**config.mk**
```make
export PLATFORM = sky130hd
export DESIGN_NAME = adc_sample_ctrl_flat
export DESIGN_NICKNAME = d
export VERILOG_FILES = /design/src/rtl/adc_sample_ctrl_if.sv /design/src/rtl/adc_sample_ctrl.sv /design/src/flat_wrapper.sv
export SDC_FILE = /design/constraint.sdc
export NUM_CORES = 1
export LEC_CHECK = 0
export CAP_MARGIN = 0
export CORE_MARGIN = 4
export CORE_UTILIZATION = 40
export CTS_BUF_LIST = sky130_fd_sc_hd__clkbuf_4 sky130_fd_sc_hd__clkbuf_8 sky130_fd_sc_hd__clkbuf_16
export DETAILED_ROUTE_END_ITERATION = 8
export HOLD_SLACK_MARGIN = 0.1
export PLACE_DENSITY = 0.67
export SKIP_CTS_REPAIR_TIMING = 1
export SLEW_MARGIN = 20
export SYNTH_ARGS = -nofsm -noshare
export SYNTH_HDL_FRONTEND = slang
export SYNTH_SLANG_ARGS = --single-unit
```
**constraint.sdc**
```tcl
create_clock -name clk -period 2.23 [get_ports clk]
set_clock_uncertainty 0.15 [all_clocks]
set_input_delay 0.446 -clock clk [delete_from_list [all_inputs] [get_ports clk]]
set_output_delay 0.446 -clock clk [all_outputs]
set_load 0.05 [all_outputs]
```
**src/rtl/adc_sample_ctrl_if.sv**
```systemverilog
// Bundles the signals between the ADC sample controller, the system monitor
// that requests conversions, and the external SPI ADC.
interface adc_sample_ctrl_if #(
  parameter int DATA_BITS = 14
);
  logic                 adc_req;
  logic                 overrun_clr;
  logic                 spi_miso;
  logic                 spi_cs_n;
  logic                 spi_sclk;
  logic                 adc_busy;
  logic                 adc_ready;
  logic [DATA_BITS-1:0] adc_value;
  logic                 adc_overrun;

  // Monitor/ADC side: raises requests, clears overrun, supplies MISO.
  modport master (
    output adc_req, overrun_clr, spi_miso,
    input  spi_cs_n, spi_sclk, adc_busy, adc_ready, adc_value, adc_overrun
  );

  // Controller side.
  modport slave (
    input  adc_req, overrun_clr, spi_miso,
    output spi_cs_n, spi_sclk, adc_busy, adc_ready, adc_value, adc_overrun
  );
endinterface

```
**src/rtl/adc_sample_ctrl.sv**
```systemverilog
// ADC sample controller: turns a request edge into mux settling, a
// chip-select framed mode-0 SPI read of an external ADC, and a one-cycle
// ready pulse carrying the last DATA_BITS bits of the frame.
module adc_sample_ctrl #(
  parameter int CLK_DIV       = 4,
  parameter int SETTLE_CYCLES = 16,
  parameter int FRAME_BITS    = 16,
  parameter int DATA_BITS     = 14,
  parameter int CS_GAP        = 2
) (
  input  logic              clk,
  input  logic              reset,
  adc_sample_ctrl_if.slave  ctrl_if
);

  localparam int GAP_CYCLES = CS_GAP * CLK_DIV;
  localparam int CNT_MAX_A  = (SETTLE_CYCLES > CLK_DIV) ? SETTLE_CYCLES : CLK_DIV;
  localparam int CNT_MAX    = (CNT_MAX_A > GAP_CYCLES) ? CNT_MAX_A : GAP_CYCLES;
  localparam int CNT_W      = $clog2(CNT_MAX + 1);
  localparam int BIT_W      = $clog2(FRAME_BITS + 1);

  localparam logic [CNT_W-1:0] SETTLE_LAST = CNT_W'(SETTLE_CYCLES);
  localparam logic [CNT_W-1:0] PHASE_LAST  = CNT_W'(CLK_DIV - 1);
  localparam logic [CNT_W-1:0] GAP_LAST    = CNT_W'((GAP_CYCLES > 0) ? GAP_CYCLES - 1 : 0);
  localparam logic [BIT_W-1:0] BIT_LAST    = BIT_W'(FRAME_BITS - 1);

  typedef enum logic [2:0] {
    IDLE,
    SETTLE,
    CS_SETUP,
    SHIFT,
    GAP
  } state_e;

  state_e               state_q, state_d;
  logic [CNT_W-1:0]     cnt_q, cnt_d;
  logic [BIT_W-1:0]     bitCnt_q, bitCnt_d;
  logic [DATA_BITS-1:0] shift_q, shift_d;
  logic [DATA_BITS-1:0] value_q, value_d;
  logic                 csN_q, csN_d;
  logic                 sclk_q, sclk_d;
  logic                 ready_q, ready_d;
  logic                 overrun_q, overrun_d;
  logic                 reqPrev_q;
  logic                 reqEdge;

  assign reqEdge = ctrl_if.adc_req & ~reqPrev_q;

  // State and datapath registers; reset drops CS and SCLK immediately.
  always_ff @(posedge clk or posedge reset) begin
    if (reset) begin
      state_q   <= IDLE;
      cnt_q     <= '0;
      bitCnt_q  <= '0;
      shift_q   <= '0;
      value_q   <= '0;
      csN_q     <= 1'b1;
      sclk_q    <= 1'b0;
      ready_q   <= 1'b0;
      overrun_q <= 1'b0;
      reqPrev_q <= 1'b0;
    end else begin
      state_q   <= state_d;
      cnt_q     <= cnt_d;
      bitCnt_q  <= bitCnt_d;
      shift_q   <= shift_d;
      value_q   <= value_d;
      csN_q     <= csN_d;
      sclk_q    <= sclk_d;
      ready_q   <= ready_d;
      overrun_q <= overrun_d;
      reqPrev_q <= ctrl_if.adc_req;
    end
  end

  // Sequencing: settle, CS setup, clocked shift, then enforced CS-high gap.
  always_comb begin
    state_d   = state_q;
    cnt_d     = cnt_q;
    bitCnt_d  = bitCnt_q;
    shift_d   = shift_q;
    value_d   = value_q;
    csN_d     = csN_q;
    sclk_d    = sclk_q;
    ready_d   = 1'b0;
    overrun_d = overrun_q;

    case (state_q)
      IDLE: begin
        if (reqEdge) begin
          state_d = SETTLE;
          cnt_d   = '0;
        end
      end
      SETTLE: begin
        if (cnt_q == SETTLE_LAST) begin
          state_d = CS_SETUP;
          csN_d   = 1'b0;
          cnt_d   = '0;
        end else begin
          cnt_d = cnt_q + CNT_W'(1);
        end
      end
      CS_SETUP: begin
        if (cnt_q == PHASE_LAST) begin
          state_d  = SHIFT;
          cnt_d    = '0;
          bitCnt_d = '0;
        end else begin
          cnt_d = cnt_q + CNT_W'(1);
        end
      end
      SHIFT: begin
        if (cnt_q != PHASE_LAST) begin
          cnt_d = cnt_q + CNT_W'(1);
        end else begin
          cnt_d = '0;
          if (!sclk_q) begin
            // Rising SCLK: the ADC has had a full low phase to present the bit.
            sclk_d  = 1'b1;
            shift_d = {shift_q[DATA_BITS-2:0], ctrl_if.spi_miso};
          end else if (bitCnt_q == BIT_LAST) begin
            sclk_d  = 1'b0;
            csN_d   = 1'b1;
            value_d = shift_q;
            ready_d = 1'b1;
            state_d = GAP;
          end else begin
            sclk_d   = 1'b0;
            bitCnt_d = bitCnt_q + BIT_W'(1);
          end
        end
      end
      GAP: begin
        if (cnt_q == GAP_LAST) begin
          state_d = IDLE;
          cnt_d   = '0;
        end else begin
          cnt_d = cnt_q + CNT_W'(1);
        end
      end
      default: begin
        state_d = IDLE;
        csN_d   = 1'b1;
        sclk_d  = 1'b0;
      end
    endcase

    // A request arriving mid-conversion is dropped but remembered; set beats clear.
    if (reqEdge && (state_q != IDLE)) begin
      overrun_d = 1'b1;
    end else if (ctrl_if.overrun_clr) begin
      overrun_d = 1'b0;
    end
  end

  assign ctrl_if.spi_cs_n    = csN_q;
  assign ctrl_if.spi_sclk    = sclk_q;
  assign ctrl_if.adc_busy    = (state_q != IDLE);
  assign ctrl_if.adc_ready   = ready_q;
  assign ctrl_if.adc_value   = value_q;
  assign ctrl_if.adc_overrun = overrun_q;

endmodule

```
**src/flat_wrapper.sv**
```systemverilog
// flat-port wrapper written by rule: the top's interface ports become plain ports
module adc_sample_ctrl_flat 
#(
  parameter int CLK_DIV       = 4,
  parameter int SETTLE_CYCLES = 16,
  parameter int FRAME_BITS    = 16,
  parameter int DATA_BITS     = 14,
  parameter int CS_GAP        = 2
)
  (clk, reset, ctrl_if_adc_req, ctrl_if_overrun_clr, ctrl_if_spi_miso, ctrl_if_spi_cs_n, ctrl_if_spi_sclk, ctrl_if_adc_busy, ctrl_if_adc_ready, ctrl_if_adc_value, ctrl_if_adc_overrun);
  adc_sample_ctrl_if #(.DATA_BITS(DATA_BITS)) ctrl_if_i ();
  input  logic clk;
  input  logic reset;
  input wire logic [$bits(ctrl_if_i.adc_req)-1:0] ctrl_if_adc_req;
  input wire logic [$bits(ctrl_if_i.overrun_clr)-1:0] ctrl_if_overrun_clr;
  input wire logic [$bits(ctrl_if_i.spi_miso)-1:0] ctrl_if_spi_miso;
  output wire logic [$bits(ctrl_if_i.spi_cs_n)-1:0] ctrl_if_spi_cs_n;
  output wire logic [$bits(ctrl_if_i.spi_sclk)-1:0] ctrl_if_spi_sclk;
  output wire logic [$bits(ctrl_if_i.adc_busy)-1:0] ctrl_if_adc_busy;
  output wire logic [$bits(ctrl_if_i.adc_ready)-1:0] ctrl_if_adc_ready;
  output wire logic [$bits(ctrl_if_i.adc_value)-1:0] ctrl_if_adc_value;
  output wire logic [$bits(ctrl_if_i.adc_overrun)-1:0] ctrl_if_adc_overrun;
  assign ctrl_if_i.adc_req = ctrl_if_adc_req;
  assign ctrl_if_i.overrun_clr = ctrl_if_overrun_clr;
  assign ctrl_if_i.spi_miso = ctrl_if_spi_miso;
  assign ctrl_if_spi_cs_n = ctrl_if_i.spi_cs_n;
  assign ctrl_if_spi_sclk = ctrl_if_i.spi_sclk;
  assign ctrl_if_adc_busy = ctrl_if_i.adc_busy;
  assign ctrl_if_adc_ready = ctrl_if_i.adc_ready;
  assign ctrl_if_adc_value = ctrl_if_i.adc_value;
  assign ctrl_if_adc_overrun = ctrl_if_i.adc_overrun;
  adc_sample_ctrl #(.CLK_DIV(CLK_DIV), .SETTLE_CYCLES(SETTLE_CYCLES), .FRAME_BITS(FRAME_BITS), .DATA_BITS(DATA_BITS), .CS_GAP(CS_GAP)) u_core (.clk(clk), .reset(reset), .ctrl_if(ctrl_if_i));
endmodule
```
# Word level (Yosys, flattened, before mapping)
# Index checks and enable logic that the tools add are counted.
# word_totals
wordCells	83
input_bits	5
ff_bits	46
# classes
eq_ne	17
n_reduce_logical	15
mux	33
addsub	2
bitwise_logic	6
# ops
operator	count
$mux 5	9
$pmux 5 s5	1
$mux 3	7
$pmux 3 s5	1
$mux 1	12
$ne 2x1->1 const B	6
$add 5x1->5 const B	2
$pmux 5 s2	1
$reduce_and 5->1	2
$reduce_and 7->1	1
$eq 3x2->1 const B	2
$eq 5x2->1 const B	1
$eq 5x3->1 const B	1
$eq 5x4->1 const B	1
$eq 5x5->1 const B	1
$ne 5x2->1 const B	1
$not 1->1	5
$reduce_bool 5->1	1
$ne 2x2->1 const B	2
$reduce_and 2->1	2
$reduce_and 4->1	1
$reduce_bool 2->1	2
$reduce_or 4->1	1
$eq 3x1->1 const B	1
other kinds (9)	9

# Depth between registers and ports, before layout
# logic_depth
depth_word	5
mapped_depth	7
ltp_nobuf	7

# Worst setup path before layout
# No wires, ideal clock.
# synth_timing
path_kind	register to register
from	register u_core.cnt_q[0]
to	register u_core.shift_q[0]
t_required_ps	1955
setup_ps	125
slack_ps	103
synth_period_minus_slack_ps	2127
t_arrival_ps	1852
stages_incl_launch_ff	6
path_cell_list	dfrtp_1 > ha_1 > or4b_4 > nor3_4 > buf_12 > mux2_4
# synth_between
elab_chain_len	3
# synth_lines
item	line	source
start: declaration	adc_sample_ctrl.sv:36	logic [CNT_W-1:0] cnt_q, cnt_d;
start signal: assignment	adc_sample_ctrl.sv:64	cnt_q <= cnt_d;
$ne 5x2->1	adc_sample_ctrl.sv:114	if (cnt_q != PHASE_LAST) begin
$not 1->1 (no line)	--	
$reduce_and 3->1 (no line)	--	
end signal: assignment	adc_sample_ctrl.sv:66	shift_q <= shift_d;
end: declaration	adc_sample_ctrl.sv:38	logic [DATA_BITS-1:0] shift_q, shift_d;
# Every way passes these cells.
# A chain may end at the register's enable or synchronous reset.

# Worst setup path in the final report
# layout_timing
from	register u_core.bitCnt_q[0]
to	register u_core.bitCnt_q[3]
# layout_between
elab_chain_len	5
word_cells_on_any_way	8
# layout_lines
item	line	source
start: declaration	adc_sample_ctrl.sv:37	logic [BIT_W-1:0] bitCnt_q, bitCnt_d;
start signal: assignment	adc_sample_ctrl.sv:65	bitCnt_q <= bitCnt_d;
$add 5x1->5	adc_sample_ctrl.sv:130	bitCnt_d = bitCnt_q + BIT_W'(1);
$mux 5	adc_sample_ctrl.sv:122	end else if (bitCnt_q == BIT_LAST) begin
$mux 5	adc_sample_ctrl.sv:118	if (!sclk_q) begin
$mux 5	adc_sample_ctrl.sv:114	
$pmux 5 s2	adc_sample_ctrl.sv:88	case (state_q)
# Parallel ways exist; a longest one is shown, timed or not. The select of a mux whose other input is x is not followed.

==> results.yml <==
synthesis:
  synthCells: 170
  post-synth-top-count-cell: "dfrtp_1"
  synth_top_area_share_pct: 52.2
  ys_types: 46
  yosysSeqAreaShare_pct: 53.5
  synth_area_leader_cell: "dfrtp_1"
  synth-seq-cells: 46
  synth.top_cells.by_area: "dfrtp_1, mux2_2, mux2_4"
  yosysWarnings: 0
  synth_edf_count: 0
  ys_dominant_reg_cell: "dfrtp_1"
  synth_commonest_cells: "dfrtp_1, mux2_2, inv_1"
  syn_avg_cell_area_um2: 12.7
  syn_nets: 179
  synth_area_um2: 2160
  synthArstFlopShare_pct: 100
pwr:
  leakagePower_nw: 1.22
  power_density_nw_per_um2: 920
  comb_power_share_pct: 31.5
  p_total_mw: 2.45
  internal_power_mw: 1.65
  swShare_pct: 32.4
  p_switching_mw: 0.794
  ir_worst_vdd_uv: 534
  pwr-share-seq_pct: 42.9
  clkPwrFrac_pct: 25.6
clocking:
  clock_latency_ps: 290
  root_buffer: "clkbuf_8"
  numCtsBuffers: 5
  clkSlewWorstSetupHoldPaths_ps: 90
  cts_buffer_depth: 2
  cts_tree: "built"
  h-tree-depth: 2
  clkSinkCount: 46
finish:
  multi_input_area_um2: 911
  fill_cells: 448
  antenna_cells: 0
  utilization_pct: 51.4
  final_cells: 277
  drive_above_1_share_pct: 30.4
  fin_area_um2: 2660
  syn_to_final_growth_pct: 23.4
  finalNetCount: 215
  regArea_um2: 1150
sta:
  tns_ps: 0
  period_minus_slack_ps: 2130
  worst_hold_slack_ps: 305
  slew_viol_final: 0
  fin_ws_ps: 104
  hold_viol: 0
  period_share_pct: 95.3
  setup_violations: 0
  slew_headroom_pct: 65.9
  tightest_slew_ps: 510
  rsz0062_at_grt: "no"
  fmax_mhz: 470
min_path:
  hold_class: "in2async"
floorplanning:
  die-height_um: 81.4
  ios: 24
  num_rows: 26
  coreArea_um2: 5170
  die_x_um: 81.4
  die-area_um2: 6630
  start_util_pct: 41.7
global_routing:
  grt_max_degree: 21
  grt_use_total_pct: 13.0
  antenna_found_initial: 0
  grt_first_pass_wirelength_um: 6530
  grt_pass1_vias: 1372
  grt_overflow: 0
setup_path:
  cp_max_fo: 5
  end_kind: "flop"
  critical_path_class: "reg2reg"
  arrival_ps: 2160
  required_ps: 2260
  cp-start-kind: "flop"
place:
  dp.cells: 269
  place_ws_ps: 125
  placed_area_um2: 2550
  gp_congestion: 0.798
  portBuffers: 23
  hpwl_um: 2720
detailed_routing:
  vias: 1361
  avgRoutedWirePerCell_um: 13.7
  dr.pass1.iters: 4
  drc: 0
  finalWirelength_um: 3800
  antenna_left: 0
  drtIter0Drc: 82
  vias_per_cell: 4.91
status:
  status: "finished, final reports clean"
flow_run:
  max_cap_violations: 0
-- kinds of logic after synthesis --
family                     share of synthesized area, %
DFF                                                53.5
AOI/OAI and AO/OA                                  8.65
buffers and inverters                              4.29
adders and majority gates                          2.32
muxes                                              17.1
and+or+nand+nor                                    13.8
xor gates and xnor gates                          0.406
-- flip-flops by register name, indices dropped and copies added, names as in the netlist --
name	count
u_core.ctrl_if.adc_ready	1
u_core.cnt_q	5
u_core.ctrl_if.spi_cs_n	1
u_core.shift_q	14
u_core.reqPrev_q	1
u_core.bitCnt_q	5
u_core.ctrl_if.adc_overrun	1
u_core.ctrl_if.spi_sclk	1
u_core.state_q	3
u_core.ctrl_if.adc_value	14
-- placed cells by master, fill, tap and decap left out, types with 3 or more instances in the layout --
cell | synthesis | layout
dfrtp_1 | 45 | 45
clkdlybuf4s50_1 | 0 | 20
mux2_2 | 19 | 19
buf_4 | 1 | 13
mux2_4 | 9 | 9
inv_1 | 10 | 9
nor2_1 | 7 | 7
nand2_1 | 6 | 6
o21ai_0 | 6 | 6
nand3_1 | 5 | 5
nand2b_1 | 5 | 5
clkbuf_8 | 0 | 5
a21oi_1 | 4 | 4
ha_1 | 4 | 4
o22ai_1 | 3 | 3
nor2b_1 | 3 | 3
buf_12 | 1 | 3
-- critical path, stage by stage, from the launching register on --
cell	delay, ps
dfrtp_1	420
ha_1	240
and3_1	200
ha_1	220
nand2b_1	170
a211o_1	360
o21ai_0	180
o31ai_1	90
-- routing by layer --
metal / vias to the layer above / share of wire (%) / track usage (%)
li1: 674 / - / -
met1: 651 / 47 / 17.0
met2: 28 / 47 / 20.1
met3: 8 / 4.1 / 3.73
met4: 0 / 1.8 / 5.24
met5: - / 0 / 0
-- path summary, 6_finish.rpt --
path	cells past startpoint	slack, ps	endpoint	from
setup / recovery	7	100	u_core.bitCnt_q[3]$_DFFE_PP0P_	u_core.bitCnt_q[0]$_DFFE_PP0P_
hold / removal	2	300	u_core.reqPrev_q$_DFF_PP0_	reset
setup reg to reg	7	100	u_core.bitCnt_q[3]$_DFFE_PP0P_	u_core.bitCnt_q[0]$_DFFE_PP0P_
hold reg to reg	1	340	u_core.bitCnt_q[3]$_DFFE_PP0P_	u_core.bitCnt_q[3]$_DFFE_PP0P_
max in group asynchronous	3	1140	u_core.ctrl_if.adc_value[9]$_DFFE_PP0P_	reset
min in group clk	1	340	u_core.bitCnt_q[3]$_DFFE_PP0P_	u_core.bitCnt_q[3]$_DFFE_PP0P_
-- power groups by stage --
stage                     clock network [mW]  registers [mW]  logic (mW)
after floorplan                            0            1.07       0.564
after global placement                     0            1.06       0.763
after detailed placement                   0            1.07       0.778
after CTS                              0.652            1.05       0.780
after global routing                   0.687            1.07       0.850
final                                  0.627            1.05       0.771
-- layout make-up --
| type | instances | area share, % |
|---|---|---|
| sequential | 46 | 43.3 |
| multi-input combinational | 107 | 34.2 |
| timing repair buffer | 36 | 13.5 |
| tap | 70 | 3.29 |
| clock buffer | 6 | 2.87 |
| clock inverter | 2 | 1.41 |
| inverter | 10 | 1.41 |
No activity file was read; power rests on OpenSTA's default activity.
